[config.mk]
export PLATFORM = sky130hd
export DESIGN_NAME = vram_fetch_flat
export DESIGN_NICKNAME = d
export VERILOG_FILES = /design/src/rtl/vram_fetch_if.sv /design/src/rtl/vram_fetch.sv /design/src/flat_wrapper.sv
export SDC_FILE = /design/constraint.sdc
export NUM_CORES = 1
export LEC_CHECK = 0
export ABC_AREA = 1
export CAP_MARGIN = 10
export CORE_MARGIN = 4
export CORE_UTILIZATION = 38
export CTS_CLUSTER_SIZE = 16
export DETAILED_ROUTE_END_ITERATION = 12
export PLACE_DENSITY = 0.6
export RECOVER_POWER = 50
export REMOVE_ABC_BUFFERS = 1
export SLEW_MARGIN = 20
export SYNTH_ARGS = -nofsm -noshare
export SYNTH_HDL_FRONTEND = slang
export SYNTH_SLANG_ARGS = --single-unit
[constraint.sdc]
create_clock -name Clk -period 3.7 [get_ports Clk]
set_clock_uncertainty 0.05 [all_clocks]
set_input_delay 1.11 -clock Clk [delete_from_list [all_inputs] [get_ports Clk]]
set_output_delay 1.11 -clock Clk [all_outputs]
set_load 0.005 [all_outputs]
[src/rtl/vram_fetch_if.sv]
// Bus bundle between the frame fetch engine, the video SRAM and the video buffer.
// The master side is the fetch engine; the slave side is the SRAM/buffer pair.
interface vram_fetch_if #(
    parameter int AWIDTH = 18,
    parameter int DWIDTH = 8
);
    logic [AWIDTH-1:0] MemAddr;
    logic              MemRd;
    logic [DWIDTH-1:0] MemData;
    logic [DWIDTH-1:0] ByteOut;
    logic              ByteValid;
    logic              BufAlmostFull;

    modport master (
        output MemAddr, MemRd, ByteOut, ByteValid,
        input  MemData, BufAlmostFull
    );

    modport slave (
        input  MemAddr, MemRd, ByteOut, ByteValid,
        output MemData, BufAlmostFull
    );
endinterface

[src/rtl/vram_fetch.sv]
// Frame fetch engine: streams one frame of packed pixel bytes from video SRAM
// in address order and hands them to the video buffer as a strobed byte stream.
//
// state | meaning
// ------+---------------------------------------------------------------
// IDLE  | waiting for FrameStart, no reads outstanding
// FETCH | issuing one read per cycle unless the buffer is almost full
// DRAIN | all reads of the frame issued, waiting for the last bytes
module vram_fetch #(
    parameter int AWIDTH     = 18,
    parameter int DWIDTH     = 8,
    parameter int BASE       = 0,
    parameter int FRAMEBYTES = 230400,
    parameter int MEMLAT     = 2
) (
    input  logic           Clk,
    input  logic           Reset,
    input  logic           FrameStart,
    output logic           Busy,
    output logic           Late,
    vram_fetch_if.master   bus
);
    typedef enum logic [1:0] {
        IDLE  = 2'd0,
        FETCH = 2'd1,
        DRAIN = 2'd2
    } state_t;

    // One extra bit so the counter can reach FRAMEBYTES = 2^AWIDTH.
    localparam int                CW       = AWIDTH + 1;
    localparam logic [CW-1:0]     LASTCNT  = CW'(FRAMEBYTES - 1);
    localparam logic [AWIDTH-1:0] BASEADDR = AWIDTH'(BASE);

    state_t            state;
    logic [CW-1:0]     issueCnt;
    // tokens[0] marks the read currently on the SRAM bus; each following bit
    // is one cycle older. tokens[MEMLAT] means MemData is valid this cycle.
    logic [MEMLAT:0]   tokens;
    logic              pipeEmpty;

    // Drain is complete once no read is anywhere between issue and delivery.
    always_comb begin
        pipeEmpty = (tokens == '0);
    end

    // Sequencer, read issue, token pipeline and byte delivery.
    always_ff @(posedge Clk) begin
        if (Reset) begin
            state         <= IDLE;
            issueCnt      <= '0;
            tokens        <= '0;
            bus.MemAddr   <= BASEADDR;
            bus.MemRd     <= 1'b0;
            bus.ByteOut   <= '0;
            bus.ByteValid <= 1'b0;
            Busy          <= 1'b0;
            Late          <= 1'b0;
        end else begin
            // Delivery happens regardless of state so restarts in DRAIN keep
            // the old frame's tail intact.
            bus.ByteValid <= tokens[MEMLAT];
            if (tokens[MEMLAT]) begin
                bus.ByteOut <= bus.MemData;
            end
            tokens    <= {tokens[MEMLAT-1:0], 1'b0};
            bus.MemRd <= 1'b0;

            case (state)
                IDLE: begin
                    if (FrameStart) begin
                        issueCnt    <= '0;
                        bus.MemAddr <= BASEADDR;
                        state       <= FETCH;
                        Busy        <= 1'b1;
                    end
                end
                FETCH: begin
                    if (FrameStart) begin
                        // Abort: drop everything in flight, restart the frame.
                        // The byte leaving the pipeline this edge still goes out.
                        Late        <= 1'b1;
                        tokens      <= '0;
                        issueCnt    <= '0;
                        bus.MemAddr <= BASEADDR;
                    end else if (!bus.BufAlmostFull) begin
                        bus.MemRd   <= 1'b1;
                        bus.MemAddr <= BASEADDR + issueCnt[AWIDTH-1:0];
                        tokens      <= {tokens[MEMLAT-1:0], 1'b1};
                        issueCnt    <= issueCnt + 1'b1;
                        if (issueCnt == LASTCNT) begin
                            state <= DRAIN;
                        end
                    end
                end
                DRAIN: begin
                    if (FrameStart) begin
                        issueCnt <= '0;
                        state    <= FETCH;
                    end else if (pipeEmpty) begin
                        state <= IDLE;
                        Busy  <= 1'b0;
                    end
                end
                default: begin
                    state <= IDLE;
                    Busy  <= 1'b0;
                end
            endcase
        end
    end
endmodule
[src/flat_wrapper.sv]
// flat-port wrapper written by rule: the top's interface ports become plain ports
module vram_fetch_flat 
#(
    parameter int AWIDTH     = 18,
    parameter int DWIDTH     = 8,
    parameter int BASE       = 0,
    parameter int FRAMEBYTES = 230400,
    parameter int MEMLAT     = 2
)
  (Clk, Reset, FrameStart, Busy, Late, bus_MemAddr, bus_MemRd, bus_ByteOut, bus_ByteValid, bus_MemData, bus_BufAlmostFull);
  vram_fetch_if #(.AWIDTH(AWIDTH), .DWIDTH(DWIDTH)) bus_i ();
  input  logic Clk;
  input  logic Reset;
  input  logic FrameStart;
  output logic Busy;
  output logic Late;
  output wire logic [$bits(bus_i.MemAddr)-1:0] bus_MemAddr;
  output wire logic [$bits(bus_i.MemRd)-1:0] bus_MemRd;
  output wire logic [$bits(bus_i.ByteOut)-1:0] bus_ByteOut;
  output wire logic [$bits(bus_i.ByteValid)-1:0] bus_ByteValid;
  input wire logic [$bits(bus_i.MemData)-1:0] bus_MemData;
  input wire logic [$bits(bus_i.BufAlmostFull)-1:0] bus_BufAlmostFull;
  assign bus_MemAddr = bus_i.MemAddr;
  assign bus_MemRd = bus_i.MemRd;
  assign bus_ByteOut = bus_i.ByteOut;
  assign bus_ByteValid = bus_i.ByteValid;
  assign bus_i.MemData = bus_MemData;
  assign bus_i.BufAlmostFull = bus_BufAlmostFull;
  vram_fetch #(.AWIDTH(AWIDTH), .DWIDTH(DWIDTH), .BASE(BASE), .FRAMEBYTES(FRAMEBYTES), .MEMLAT(MEMLAT)) u_core (.Clk(Clk), .Reset(Reset), .FrameStart(FrameStart), .Busy(Busy), .Late(Late), .bus(bus_i));
endmodule
==> results.cfg <==
[route]
route.detailed.drc = 0
drt_first_pass_iters = 4
first_iter_violations = 136
wl_per_cell_um = 11.52
viasPerCell = 4.881
num_vias = 2304
ant_nets = 0
wirelength_mm = 5.438

[finish]
synthToLayoutAreaGrowth_pct = 21.57
multi_input_area_um2 = 1152
antennaDiodeCount = 0
drive_gt1_share_pct = 5.316
nets = 408
fillers = 687
regArea_um2 = 1061

[synthesis]
synth_cell_types = 25
yosysSeqAreaShare_pct = 43.13
synthTopCellsByCount = nor2_1 (74), nand2_1 (72), dfxtp_1 (53)
synth_top_area_share_pct = 43.13
syn-cell-area_um2 = 2460
synth_area_leaders = dfxtp_1 (43%), nor2_1 (11%), nand2_1 (11%)
netlist_instances = 356
synth_flop_cell = dfxtp_1
ys_warn_count = 0
postSynthAreaPerCell_um2 = 6.910
yosysMostFrequentCell = nor2_1
yosys.area.top_type = dfxtp_1
ys_ff_latch = 53
ys_async_sr_fraction_pct = 0
synth_edf_count = 0

[timing]
layout_setup_ws_ns = 0.7610
rsz0062_at_grt = no
setup_viol = 0
min_period_ns = 2.939
fin_tns_setup_ns = 0
final-hold-violation-count = 0
worstMarginPinSlew_ns = 0.7084
max_slew_margin_pct = 52.66
final_max_slew_viol_count = 0
fmax_mhz = 340.3
period_share_pct = 79.43

[worst_setup_path]
crit_type = input port to register
slowest_delay_ns = 0.52
crit_path_top_delay_cell = dlygate4sd3_1
start_kind = input port
critPathArrivalTime_ns = 3.10
critPathTopFamily = buffers and inverters
critPathCaptureType = register
critical_path_buf_inv_count = 5
cp.required_ns = 3.86
crit_top_cell = inv_1
worstReg2RegStart = u_core.state[1]$_SDFFE_PP0P_
cp_cell_sequence = dlygate4sd3_1 -> clkbuf_1 -> inv_1 -> nand2_1 -> inv_1 -> nand3_1 -> inv_1
cp_max_fo = 14
reg2regPathDepth = 8
rrSetupSlack_ns = 1.98
rr_endpoint = u_core.issueCnt[6]$_SDFFE_PP0P_

[grt]
grt_max_degree = 37
grt_pass1_wl_mm = 9.404
grt.total_usage_pct = 15.04
grt_pass1_vias = 2136
antenna_found_initial = 0
overflow = 0

[floorplan]
dieHeight_um = 88.46
io_pins = 42
die_area_um2 = 7824
core_region_area_um2 = 6314
die_width_um = 88.46
fp-row-count = 29
start_util_pct = 38.96

[cts]
clk_pin_slew_ns = 0.09
cts_tree = done
cts_setup_buffers = 0
cts_sinks = 53
clock_latency_ns = 0.30
cts_buffer_depth = 2
cts-root-buf = clkbuf_8
postCtsResizedCells = 0
cts_max_level = 2
cts_hold_buf = 0
cts_buffers = 5

[hold_path]
min_from = u_core.Late$_SDFFE_PP0P_
hold_depth = 2
hp-class = register to register
whs_endpoint = u_core.Late$_SDFFE_PP0P_

[placed_design]
place.detailed.hpwl_mm = 4.026
place_ws_ns = 0.7055
place.gp.congestion = 0.8733
port_buffers = 41

[power_and_ir_drop]
vdd_drop_max_v = 0.0001570
p_leak_nw = 1.287
power-per-cell-area_nw_per_um2 = 351.8

[outcome]
status = complete, no violations

[flow_run]
maxCapViolCount = 0
[worst max path at each step]
stage | start | end | cells after the start | slack (ns)
final | Reset | u_core.issueCnt[6]$_SDFFE_PP0P_ | 7 | 0.76
after global routing | Reset | u_core.issueCnt[6]$_SDFFE_PP0P_ | 7 | 0.55
after CTS | FrameStart | u_core.issueCnt[6]$_SDFFE_PP0P_ | 10 | 1.01
after detailed placement | FrameStart | u_core.issueCnt[6]$_SDFFE_PP0P_ | 10 | 0.71
after global placement | FrameStart | u_core.issueCnt[6]$_SDFFE_PP0P_ | 10 | 0.75
after floorplan | FrameStart | u_core.issueCnt[6]$_SDFFE_PP0P_ | 9 | 1.57
[worst reg2reg max path: stages (launching register included)]
cell	delay (ns)
dfxtp_1	0.39
nor2_4	0.18
nand2_2	0.06
nand2_2	0.30
nand2_1	0.15
nand2_1	0.27
inv_1	0.10
nand3_1	0.10
inv_1	0.04
[sequential cells by signal, indices dropped and copies added, names as in the netlist]
register              count
u_core.bus.ByteValid      1
u_core.Busy               1
u_core.bus.ByteOut        8
u_core.Late               1
u_core.tokens             3
u_core.bus.MemAddr       18
u_core.state              2
u_core.issueCnt          19
[per-layer routing]
metal | vias to the layer above | GRT usage, % | share of wire [%]
met5 | - | 0 | 0
met4 | 0 | 3.297 | 0.83
met3 | 5 | 4.842 | 6.3
met2 | 47 | 25.70 | 45
met1 | 1038 | 18.56 | 48
li1 | 1214 | - | -
[logic make-up (layout without fill, tap and decap cells)]
| logic type | after synthesis | after routing | synth area share (%) |
|---|---|---|---|
| fa+ha+maj | 1 | 1 | 0.5086 |
| compound gates | 50 | 50 | 12.26 |
| flops | 53 | 53 | 43.13 |
| simple gates | 194 | 194 | 33.72 |
| xor+xnor | 1 | 1 | 0.3561 |
| buf+inv | 57 | 96 | 10.02 |
[through the flow]
stage / cell area, um2 / hold slack, ns / total power, mW / util [%] / cells
global route: 2990 / 0.4313 / 1.104 / 47.36 / 472
floorplan: 2386 / 0.3827 / 0.6787 / - / 345
finish: 2990 / 0.4091 / 1.052 / 47.36 / 472
detailed placement: 2908 / 0.3956 / 0.7436 / 46.06 / 465
global placement: 2908 / 0.3954 / 0.7425 / 46.06 / 465
CTS: 2994 / 0.4149 / 1.073 / 47.42 / 472
[power by group]
group          switching [mW]  internal, mW  total (mW)
clock                   0.181         0.149       0.330
combinational          0.0709        0.0527       0.124
sequential            0.00964         0.588       0.598
[layout by cell type (no fill, tap or decap)]
| master | n |
|---|---|
| xor2_1 | 1 |
| o21ai_0 | 16 |
| nor2_1 | 74 |
| nor3_1 | 7 |
| nor2_4 | 3 |
| clkdlybuf4s50_1 | 15 |
| inv_1 | 43 |
| nand2_1 | 72 |
| dlygate4sd3_1 | 26 |
| nor2_2 | 4 |
| buf_4 | 1 |
| a211oi_1 | 18 |
| dfxtp_1 | 53 |
| o21bai_1 | 2 |
| nand3b_1 | 1 |
| a31oi_1 | 1 |
| inv_2 | 3 |
| a21oi_1 | 13 |
| ha_1 | 1 |
| nor3_2 | 1 |
| clkbuf_8 | 6 |
| nand4_1 | 5 |
| nand2_2 | 3 |
| nand3_1 | 24 |
| clkbuf_1 | 2 |
[layout make-up]
| type | instances | area share [%] |
|---|---|---|
| clock buffer | 7 | 2.887 |
| inverter | 46 | 5.774 |
| multi-input combinational | 246 | 38.54 |
| tap | 77 | 3.222 |
| sequential | 53 | 35.48 |
| timing repair buffer | 43 | 14.10 |
No activity file was read; power rests on OpenSTA's default activity.
